--- config.mk ---
export PLATFORM = sky130hd
export DESIGN_NAME = bus_master_port_p_flat
export DESIGN_NICKNAME = d
export VERILOG_FILES = /design/src/rtl/bus_master_port_p_if.sv /design/src/rtl/bus_master_port_p.sv /design/src/flat_wrapper.sv
export SDC_FILE = /design/constraint.sdc
export NUM_CORES = 1
export LEC_CHECK = 0
export ABC_AREA = 0
export CORE_ASPECT_RATIO = 1.25
export CORE_MARGIN = 2
export CORE_UTILIZATION = 45
export CTS_BUF_LIST = sky130_fd_sc_hd__clkbuf_2 sky130_fd_sc_hd__clkbuf_4 sky130_fd_sc_hd__clkbuf_8
export CTS_CLUSTER_SIZE = 24
export DETAILED_ROUTE_END_ITERATION = 8
export PLACE_DENSITY = 0.73
export SKIP_LAST_GASP = 1
export SLEW_MARGIN = 20
export SYNTH_ARGS = -nofsm -noshare
export SYNTH_HDL_FRONTEND = slang
export SYNTH_SLANG_ARGS = --single-unit
--- constraint.sdc ---
create_clock -name clk -period 2.1 [get_ports clk]
set_clock_uncertainty 0.2 [all_clocks]
set_input_delay 0.21 -clock clk [delete_from_list [all_inputs] [get_ports clk]]
set_output_delay 0.21 -clock clk [all_outputs]
set_load 0.02 [all_outputs]
--- src/rtl/bus_master_port_p_if.sv ---
// ---------------------------------------------------------------------------
// bus_master_port_p_if
// Serial system-bus bundle between one bus master port and a slave port.
//   mode          master -> slave  bus direction (1 = write, 0 = read)
//   wr_bus        master -> slave  serial address / write data, LSB first
//   master_valid  master -> slave  wr_bus bit is valid
//   slave_ready   slave  -> master slave accepts the wr_bus bit
//   rd_bus        slave  -> master serial read data, LSB first
//   slave_valid   slave  -> master rd_bus bit is valid
//   master_ready  master -> slave  master accepts the rd_bus bit
// Handshake: a bit moves on a rising edge where the sender's valid and the
// receiver's ready are both high; the sender holds the bit and keeps valid
// high until that edge, and the bit index advances only on that edge.
// ---------------------------------------------------------------------------
interface bus_master_port_p_if;
  logic mode;
  logic wr_bus;
  logic master_valid;
  logic slave_ready;
  logic rd_bus;
  logic slave_valid;
  logic master_ready;

  modport master (
    output mode, wr_bus, master_valid, master_ready,
    input  slave_ready, rd_bus, slave_valid
  );

  modport slave (
    input  mode, wr_bus, master_valid, master_ready,
    output slave_ready, rd_bus, slave_valid
  );
endinterface

--- src/rtl/bus_master_port_p.sv ---
// ---------------------------------------------------------------------------
// bus_master_port_p
// Parametrised serial bus master port. Turns a parallel read/write burst
// request from local logic into a bit-serial transaction: address once
// (ADDR_W bits), then 1..BURST_MAX data beats of DATA_W bits, all LSB first.
// Burst beats share the one address; the slave auto-increments.
//
// Optional feature macro: BMP_TIMEOUT_EN
//   defined     : a stall counter aborts the transfer after TIMEOUT_CYC
//                 consecutive stalled cycles (ERR state, m_err+m_done pulse).
//   not defined : the master waits indefinitely, m_err is tied 0.
//
// Ports
//   clk, rstn      clock (rising edge), asynchronous active-low reset
//   m_start        request strobe, only looked at in IDLE
//   m_mode         1 = write, 0 = read
//   m_addr         start address
//   m_burst_len    beats-1, clamped to BURST_MAX-1
//   m_wr_data      write beat data (beat 0 at start, later beats on m_wr_req)
//   m_wr_req       pulse: m_wr_data is captured as the next beat this edge
//   m_rd_data      last completed read beat
//   m_rd_valid     pulse: m_rd_data just updated
//   m_busy         transfer in progress (any state but IDLE)
//   m_done         one-cycle completion pulse (also on timeout abort)
//   m_err          one-cycle timeout pulse
//   dbg_state      current FSM state encoding
//   bus            serial bus, master modport
// ---------------------------------------------------------------------------
module bus_master_port_p #(
  parameter int ADDR_W      = 16,
  parameter int DATA_W      = 8,
  parameter int BURST_MAX   = 4,
  parameter int TIMEOUT_CYC = 64,
  localparam int BL_W       = $clog2(BURST_MAX)
) (
  input  logic              clk,
  input  logic              rstn,
  input  logic              m_start,
  input  logic              m_mode,
  input  logic [ADDR_W-1:0] m_addr,
  input  logic [BL_W-1:0]   m_burst_len,
  input  logic [DATA_W-1:0] m_wr_data,
  output logic              m_wr_req,
  output logic [DATA_W-1:0] m_rd_data,
  output logic              m_rd_valid,
  output logic              m_busy,
  output logic              m_done,
  output logic              m_err,
  output logic [2:0]        dbg_state,
  bus_master_port_p_if.master bus
);

  localparam int MAX_W = (ADDR_W > DATA_W) ? ADDR_W : DATA_W;
  localparam int CNT_W = $clog2(MAX_W);

  if (BURST_MAX < 2 || TIMEOUT_CYC < 1 || DATA_W < 3) begin : g_param_check
    $error("bus_master_port_p: unsupported parameter set");
  end

  typedef enum logic [2:0] {
    S_IDLE  = 3'd0,
    S_ADDR  = 3'd1,
    S_WDATA = 3'd2,
    S_RDATA = 3'd3,
    S_DONE  = 3'd4,
    S_ERR   = 3'd5
  } state_e;

  state_e              state_q, state_d;
  logic                mode_q, mode_d;
  logic [ADDR_W-1:0]   addr_sh_q, addr_sh_d;
  logic [DATA_W-1:0]   wbuf_q, wbuf_d;
  // Holds the first DATA_W-1 bits of a read beat; the last bit is taken
  // straight from rd_bus when the beat completes.
  logic [DATA_W-2:0]   rd_sh_q, rd_sh_d;
  logic [CNT_W-1:0]    bit_cnt_q, bit_cnt_d;
  logic [BL_W-1:0]     beat_q, beat_d;
  logic [BL_W-1:0]     len_q, len_d;
  logic [DATA_W-1:0]   m_rd_data_q, m_rd_data_d;
  logic                m_rd_valid_q, m_rd_valid_d;
  logic                m_wr_req_c;

  logic                drive_wr;
  logic                wr_acc;
  logic                rd_acc;
  logic [BL_W-1:0]     len_clamped;

  assign drive_wr    = (state_q == S_ADDR) || (state_q == S_WDATA);
  assign wr_acc      = drive_wr && bus.slave_ready;
  assign rd_acc      = (state_q == S_RDATA) && bus.slave_valid;
  assign len_clamped = (m_burst_len > BL_W'(BURST_MAX - 1)) ? BL_W'(BURST_MAX - 1)
                                                            : m_burst_len;

`ifdef BMP_TIMEOUT_EN
  localparam int TO_W = $clog2(TIMEOUT_CYC + 1);
  logic [TO_W-1:0] stall_cnt_q, stall_cnt_d;
  logic            stalled;

  // In ADDR/WDATA master_valid is always high, so a stall is simply
  // !slave_ready; in RDATA master_ready is always high, so it is !slave_valid.
  assign stalled = (drive_wr && !bus.slave_ready) ||
                   ((state_q == S_RDATA) && !bus.slave_valid);
`endif

  always_comb begin
    state_d      = state_q;
    mode_d       = mode_q;
    addr_sh_d    = addr_sh_q;
    wbuf_d       = wbuf_q;
    rd_sh_d      = rd_sh_q;
    bit_cnt_d    = bit_cnt_q;
    beat_d       = beat_q;
    len_d        = len_q;
    m_rd_data_d  = m_rd_data_q;
    m_rd_valid_d = 1'b0;
    m_wr_req_c   = 1'b0;

    case (state_q)
      S_IDLE: begin
        if (m_start) begin
          state_d   = S_ADDR;
          mode_d    = m_mode;
          addr_sh_d = m_addr;
          wbuf_d    = m_wr_data;
          len_d     = len_clamped;
          rd_sh_d   = '0;
          bit_cnt_d = '0;
          beat_d    = '0;
        end
      end

      S_ADDR: begin
        if (wr_acc) begin
          addr_sh_d = {1'b0, addr_sh_q[ADDR_W-1:1]};
          if (bit_cnt_q == CNT_W'(ADDR_W - 1)) begin
            bit_cnt_d = '0;
            state_d   = mode_q ? S_WDATA : S_RDATA;
          end else begin
            bit_cnt_d = bit_cnt_q + CNT_W'(1);
          end
        end
      end

      S_WDATA: begin
        if (wr_acc) begin
          wbuf_d = {1'b0, wbuf_q[DATA_W-1:1]};
          if (bit_cnt_q == CNT_W'(DATA_W - 1)) begin
            bit_cnt_d = '0;
            if (beat_q == len_q) begin
              state_d = S_DONE;
            end else begin
              // Next beat loads on the same edge so its first bit follows
              // without a gap cycle.
              beat_d     = beat_q + BL_W'(1);
              wbuf_d     = m_wr_data;
              m_wr_req_c = 1'b1;
            end
          end else begin
            bit_cnt_d = bit_cnt_q + CNT_W'(1);
          end
        end
      end

      S_RDATA: begin
        if (rd_acc) begin
          if (bit_cnt_q == CNT_W'(DATA_W - 1)) begin
            bit_cnt_d    = '0;
            m_rd_data_d  = {bus.rd_bus, rd_sh_q};
            m_rd_valid_d = 1'b1;
            if (beat_q == len_q) begin
              state_d = S_DONE;
            end else begin
              beat_d = beat_q + BL_W'(1);
            end
          end else begin
            rd_sh_d   = {bus.rd_bus, rd_sh_q[DATA_W-2:1]};
            bit_cnt_d = bit_cnt_q + CNT_W'(1);
          end
        end
      end

      S_DONE:  state_d = S_IDLE;
      S_ERR:   state_d = S_IDLE;
      default: state_d = S_IDLE;
    endcase
  end

`ifdef BMP_TIMEOUT_EN
  always_comb begin
    stall_cnt_d = '0;
    if (stalled) begin
      stall_cnt_d = stall_cnt_q + TO_W'(1);
    end
  end
`endif

  // Timeout overrides the FSM next state; a stalled cycle never accepts a
  // bit, so nothing else in the next-state logic is active at that point.
  state_e state_final;
  always_comb begin
    state_final = state_d;
`ifdef BMP_TIMEOUT_EN
    if (stalled && (stall_cnt_q == TO_W'(TIMEOUT_CYC - 1))) begin
      state_final = S_ERR;
    end
`endif
  end

  always_ff @(posedge clk or negedge rstn) begin
    if (!rstn) begin
      state_q      <= S_IDLE;
      mode_q       <= 1'b0;
      addr_sh_q    <= '0;
      wbuf_q       <= '0;
      rd_sh_q      <= '0;
      bit_cnt_q    <= '0;
      beat_q       <= '0;
      len_q        <= '0;
      m_rd_data_q  <= '0;
      m_rd_valid_q <= 1'b0;
    end else begin
      state_q      <= state_final;
      mode_q       <= mode_d;
      addr_sh_q    <= addr_sh_d;
      wbuf_q       <= wbuf_d;
      rd_sh_q      <= rd_sh_d;
      bit_cnt_q    <= bit_cnt_d;
      beat_q       <= beat_d;
      len_q        <= len_d;
      m_rd_data_q  <= m_rd_data_d;
      m_rd_valid_q <= m_rd_valid_d;
    end
  end

`ifdef BMP_TIMEOUT_EN
  always_ff @(posedge clk or negedge rstn) begin
    if (!rstn) begin
      stall_cnt_q <= '0;
    end else begin
      stall_cnt_q <= stall_cnt_d;
    end
  end
  assign m_err = (state_q == S_ERR);
`else
  assign m_err = 1'b0;
`endif

  // All outputs decode from flops that clear asynchronously, so an
  // asserted rstn forces them low without waiting for a clock edge.
  assign bus.master_valid = drive_wr;
  assign bus.master_ready = (state_q == S_RDATA);
  assign bus.wr_bus       = (state_q == S_ADDR)  ? addr_sh_q[0] :
                            (state_q == S_WDATA) ? wbuf_q[0]    : 1'b0;
  assign bus.mode         = mode_q && (drive_wr || (state_q == S_RDATA));

  assign m_wr_req   = m_wr_req_c;
  assign m_rd_data  = m_rd_data_q;
  assign m_rd_valid = m_rd_valid_q;
  assign m_busy     = (state_q != S_IDLE);
  assign m_done     = (state_q == S_DONE) || (state_q == S_ERR);
  assign dbg_state  = state_q;

endmodule

--- src/flat_wrapper.sv ---
// flat-port wrapper written by rule: the top's interface ports become plain ports
module bus_master_port_p_flat 
#(
  parameter int ADDR_W      = 16,
  parameter int DATA_W      = 8,
  parameter int BURST_MAX   = 4,
  parameter int TIMEOUT_CYC = 64,
  localparam int BL_W       = $clog2(BURST_MAX)
)
  (clk, rstn, m_start, m_mode, m_addr, m_burst_len, m_wr_data, m_wr_req, m_rd_data, m_rd_valid, m_busy, m_done, m_err, dbg_state, bus_mode, bus_wr_bus, bus_master_valid, bus_master_ready, bus_slave_ready, bus_rd_bus, bus_slave_valid);
  bus_master_port_p_if bus_i ();
  input  logic clk;
  input  logic rstn;
  input  logic m_start;
  input  logic m_mode;
  input  logic [ADDR_W-1:0] m_addr;
  input  logic [BL_W-1:0] m_burst_len;
  input  logic [DATA_W-1:0] m_wr_data;
  output logic m_wr_req;
  output logic [DATA_W-1:0] m_rd_data;
  output logic m_rd_valid;
  output logic m_busy;
  output logic m_done;
  output logic m_err;
  output logic [2:0] dbg_state;
  output wire logic [$bits(bus_i.mode)-1:0] bus_mode;
  output wire logic [$bits(bus_i.wr_bus)-1:0] bus_wr_bus;
  output wire logic [$bits(bus_i.master_valid)-1:0] bus_master_valid;
  output wire logic [$bits(bus_i.master_ready)-1:0] bus_master_ready;
  input wire logic [$bits(bus_i.slave_ready)-1:0] bus_slave_ready;
  input wire logic [$bits(bus_i.rd_bus)-1:0] bus_rd_bus;
  input wire logic [$bits(bus_i.slave_valid)-1:0] bus_slave_valid;
  assign bus_mode = bus_i.mode;
  assign bus_wr_bus = bus_i.wr_bus;
  assign bus_master_valid = bus_i.master_valid;
  assign bus_master_ready = bus_i.master_ready;
  assign bus_i.slave_ready = bus_slave_ready;
  assign bus_i.rd_bus = bus_rd_bus;
  assign bus_i.slave_valid = bus_slave_valid;
  bus_master_port_p #(.ADDR_W(ADDR_W), .DATA_W(DATA_W), .BURST_MAX(BURST_MAX), .TIMEOUT_CYC(TIMEOUT_CYC)) u_core (.clk(clk), .rstn(rstn), .m_start(m_start), .m_mode(m_mode), .m_addr(m_addr), .m_burst_len(m_burst_len), .m_wr_data(m_wr_data), .m_wr_req(m_wr_req), .m_rd_data(m_rd_data), .m_rd_valid(m_rd_valid), .m_busy(m_busy), .m_done(m_done), .m_err(m_err), .dbg_state(dbg_state), .bus(bus_i));
endmodule
==> metrics.md <==
| Metric | Value |
|---|---|
| Outcome | `finished clean` |
| Die H | `88.1 um` |
| Max VDD drop | `682 uV` |
| Setup Crit Path Kind | `register to output port` |
| Die ar. | `0.00629 mm2` |
| Core area | `0.00544 mm2` |
| Slew @ Worst Pin | `about 0.63 ns` |
| HPWL after DPL | `3980 um` |
| Arr. time, crit path | `about 1.6 ns` |
| RSZ-0062 raised after global routing | `no` |
| Initial DRC count | `105` |
| Max_slew headroom | `about 58%` |
| CTS Sinks | `52` |
| Routability cong. | `0.861` |
| Syn Inst Count | `around 250` |
| I/O pin cnt | `53` |
| Gr usage total | `18.8%` |
| First-pass GRT wire length | `9320 um` |
| Final ANT Viol Nets | `0` |
| Seq/Total Area, Yosys | `between 50% and 60%` |
| First-pass detailed-route iteration total | `4` |
| Via total after detailed routing | `between 2000 and 2500` |
| Ys flop type | `dfrtp_1` |
| Pwr Total | `4.03 mW` |
| Final cell count without fillers | `382` |
| DP Cell Count | `between 300 and 400` |
| Max clock buf depth | `2` |
| CTS clk-pin slew, worst paths | `~0.1 ns` |
| Chip width | `71.3 um` |
| R2r setup slk | `0.18 ns` |
| Post-Syn Area | `about 0.0025 mm2` |
| CP peak stage delay | `0.40 ns` |
| Slew Limit Fails | `0` |
| Pwr dens | `1200 mW/mm2` |
| FF+latch count, synth | `52` |
| Post-synth top area cell | `dfrtp_1` |
| Largest net degree at the start of global routing | `53` |
| Ant diodes | `0` |
| Synthesized area per cell | `10.3 um2` |
| Area contributors post-synth | `dfrtp_1 (51%), mux2i_1 (7.5%), o21ai_0 (6.5%)` |
| Grt ovf | `0` |
| Synth Warn # | `0` |
| Hold depth | `3` |
| Post-layout min period | `slightly below 2 ns` |
| Worst skew pair latency | `0.31 ns` |
| PortBufs | `51` |
| Routed length per instance | `14.4 um` |
| Setup tns final | `0 ns` |
| Worst hold path type | `input pin to register` |
| Crit path cell chain | `buf_4 > nor3b_2 > o21a_1 > dlygate4sd2_1` |
| Ys async rst share | `100%` |
| Final period utilization | `a little over nine tenths` |
| Distinct cell type count after synthesis | `50` |
| TritonCTS clock tree | `yes` |
| Mapped Nets | `between 200 and 300` |
| Root Driver | `clkbuf_8` |
| Total of max-cap violations | `0` |
| Final setup viols | `0` |
| Share of layout cells above drive strength 1 | `17.9%` |
| CP startpoint kind | `register` |
| Row count | `30` |
| Number of flops mapped to enable cells by yosys | `0` |
| CTS H-tree lvls | `2` |
| Vias in the first global route | `2024` |
| Worst reg2reg path depth | `6` |
| Initial Util | `a little under half` |
| Drc violations | `0` |
| Yosys top cell area share | `approximately half` |
| Pleak | `1.52 nW` |
| Final hold violations | `0` |
| Slowest CP cell | `dfrtp_1` |
| Critical path capture point type | `output port` |
| Routed wire length | `5500 um` |
| Avg Vias per Cell | `5.32` |
| Synth top cells by count | `dfrtp_1 (52), o21ai_0 (33), nand2_1 (29)` |
| Top-count cell post-synth | `dfrtp_1` |
| Initial antenna violation count | `0` |
| Layout area overhead | `31.6%` |
| Nets | `351` |
| Fmax | `506 MHz` |
| Worst path required time | `1.69 ns` |
| Inserted Clock Buffers | `5` |
| CP max FO | `6` |
-- power breakdown --
group / total, mW / leakage, nW / internal (mW) / switching, mW
sequential: 1.51 / 0.666 / 1.32 / 0.195
clock: 0.695 / 0.0586 / 0.367 / 0.328
combinational: 1.82 / 0.794 / 0.828 / 0.996
-- critical path: cells and delay by family, from the launching register on --
family	cells	cell delay, ns
AO/OA/AOI/OAI	1	0.13
AND/OR/NAND/NOR	1	0.21
buffers and inverters	2	0.51
flip-flops	1	0.40
-- flip-flops by register name (all words and copies together) (netlist names) --
name / cells
u_core.beat_q: 2
u_core.len_q: 2
u_core.mode_q: 1
u_core.wbuf_q: 8
u_core.dbg_state: 3
u_core.rd_sh_q: 7
u_core.addr_sh_q: 16
u_core.m_rd_valid: 1
u_core.m_rd_data: 8
u_core.bit_cnt_q: 4
-- routing by layer --
layer / global-route usage, % / vias to the layer above / wire length, um / share of wire [%]
li1: - / 1003 / - / -
met5: 0 / - / 0 / 0
met2: 31.6 / 46 / 2750 / 50
met1: 23.5 / 977 / 2430 / 44
met3: 3.91 / 8 / 241 / 4.4
met4: 7.89 / 0 / 77 / 1.4
-- kinds of logic (layout without fill, tap and decap cells) --
logic type / count (synthesis) / count (layout) / synth area share (%)
buffers and inverters: 23 / 94 / 4.42
other: 1 / 1 / 0.147
muxes: 28 / 28 / 11.5
xor gates and xnor gates: 4 / 4 / 1.37
and+or+nand+nor: 79 / 79 / 16.1
DFF: 52 / 52 / 51.1
adders and majority gates: 1 / 1 / 0.491
AOI/OAI and AO/OA: 59 / 59 / 14.9
-- worst paths after layout --
check                                                 from                                to
setup / recovery           u_core.dbg_state[2]$_DFFE_PN0P_                          bus_mode
hold / removal                                      m_mode         u_core.mode_q$_DFFE_PN0P_
setup reg to reg           u_core.dbg_state[1]$_DFFE_PN0P_  u_core.addr_sh_q[14]$_DFFE_PN0P_
hold reg to reg            u_core.addr_sh_q[2]$_DFFE_PN0P_   u_core.addr_sh_q[2]$_DFFE_PN0P_
max in group asynchronous                             rstn   u_core.dbg_state[1]$_DFFE_PN0P_
min in group asynchronous                             rstn      u_core.wbuf_q[5]$_DFFE_PN0P_
-- through the flow --
stage	util (%)	setup slack [ns]	hold slack (ns)	cell area (um2)
2_1_floorplan	-	0.156	-0.286	2550
3_3_place_gp	59.3	0.0958	0.163	3230
3_5_place_dp	59.3	0.0855	0.166	3230
4_1_cts	61.4	0.0185	0.232	3340
5_1_grt	61.6	0.0410	0.237	3350
6_report	61.6	0.123	0.234	3350
-- timing repair --
item / 4_1_cts / 5_1_grt
buffers inserted: 0 / 2
hold buffers: 1 / 0
setup endpoints to repair: 8 / 2
hold endpoints to repair: 52 / 0
resized for setup: 8 / 3
-- cell type report --
class / count / area [um2]
clock buffers: 6 / 76.3
clock inverters: 2 / 35.0
fillers: 454 / 2090
inverters: 11 / 41.3
multi-input cells: 172 / 1140
flip-flops and latches: 52 / 1300
well taps: 64 / 80.1
repair buffers: 75 / 676
-- placed cells by master (no fill, tap or decap), drive strengths merged, types with 2 or more instances in the layout --
master	count
dfrtp	52
clkdlybuf4s50	43
o21ai	33
nand2	29
buf	24
nand3	21
mux2i	20
nor2	12
inv	11
mux2	8
a31oi	7
clkbuf	7
dlygate4sd2	6
a21oi	5
xnor2	3
nand3b	3
o211ai	2
nand2b	2
nor2b	2
or2	2
(Power assumes the default switching activity.)
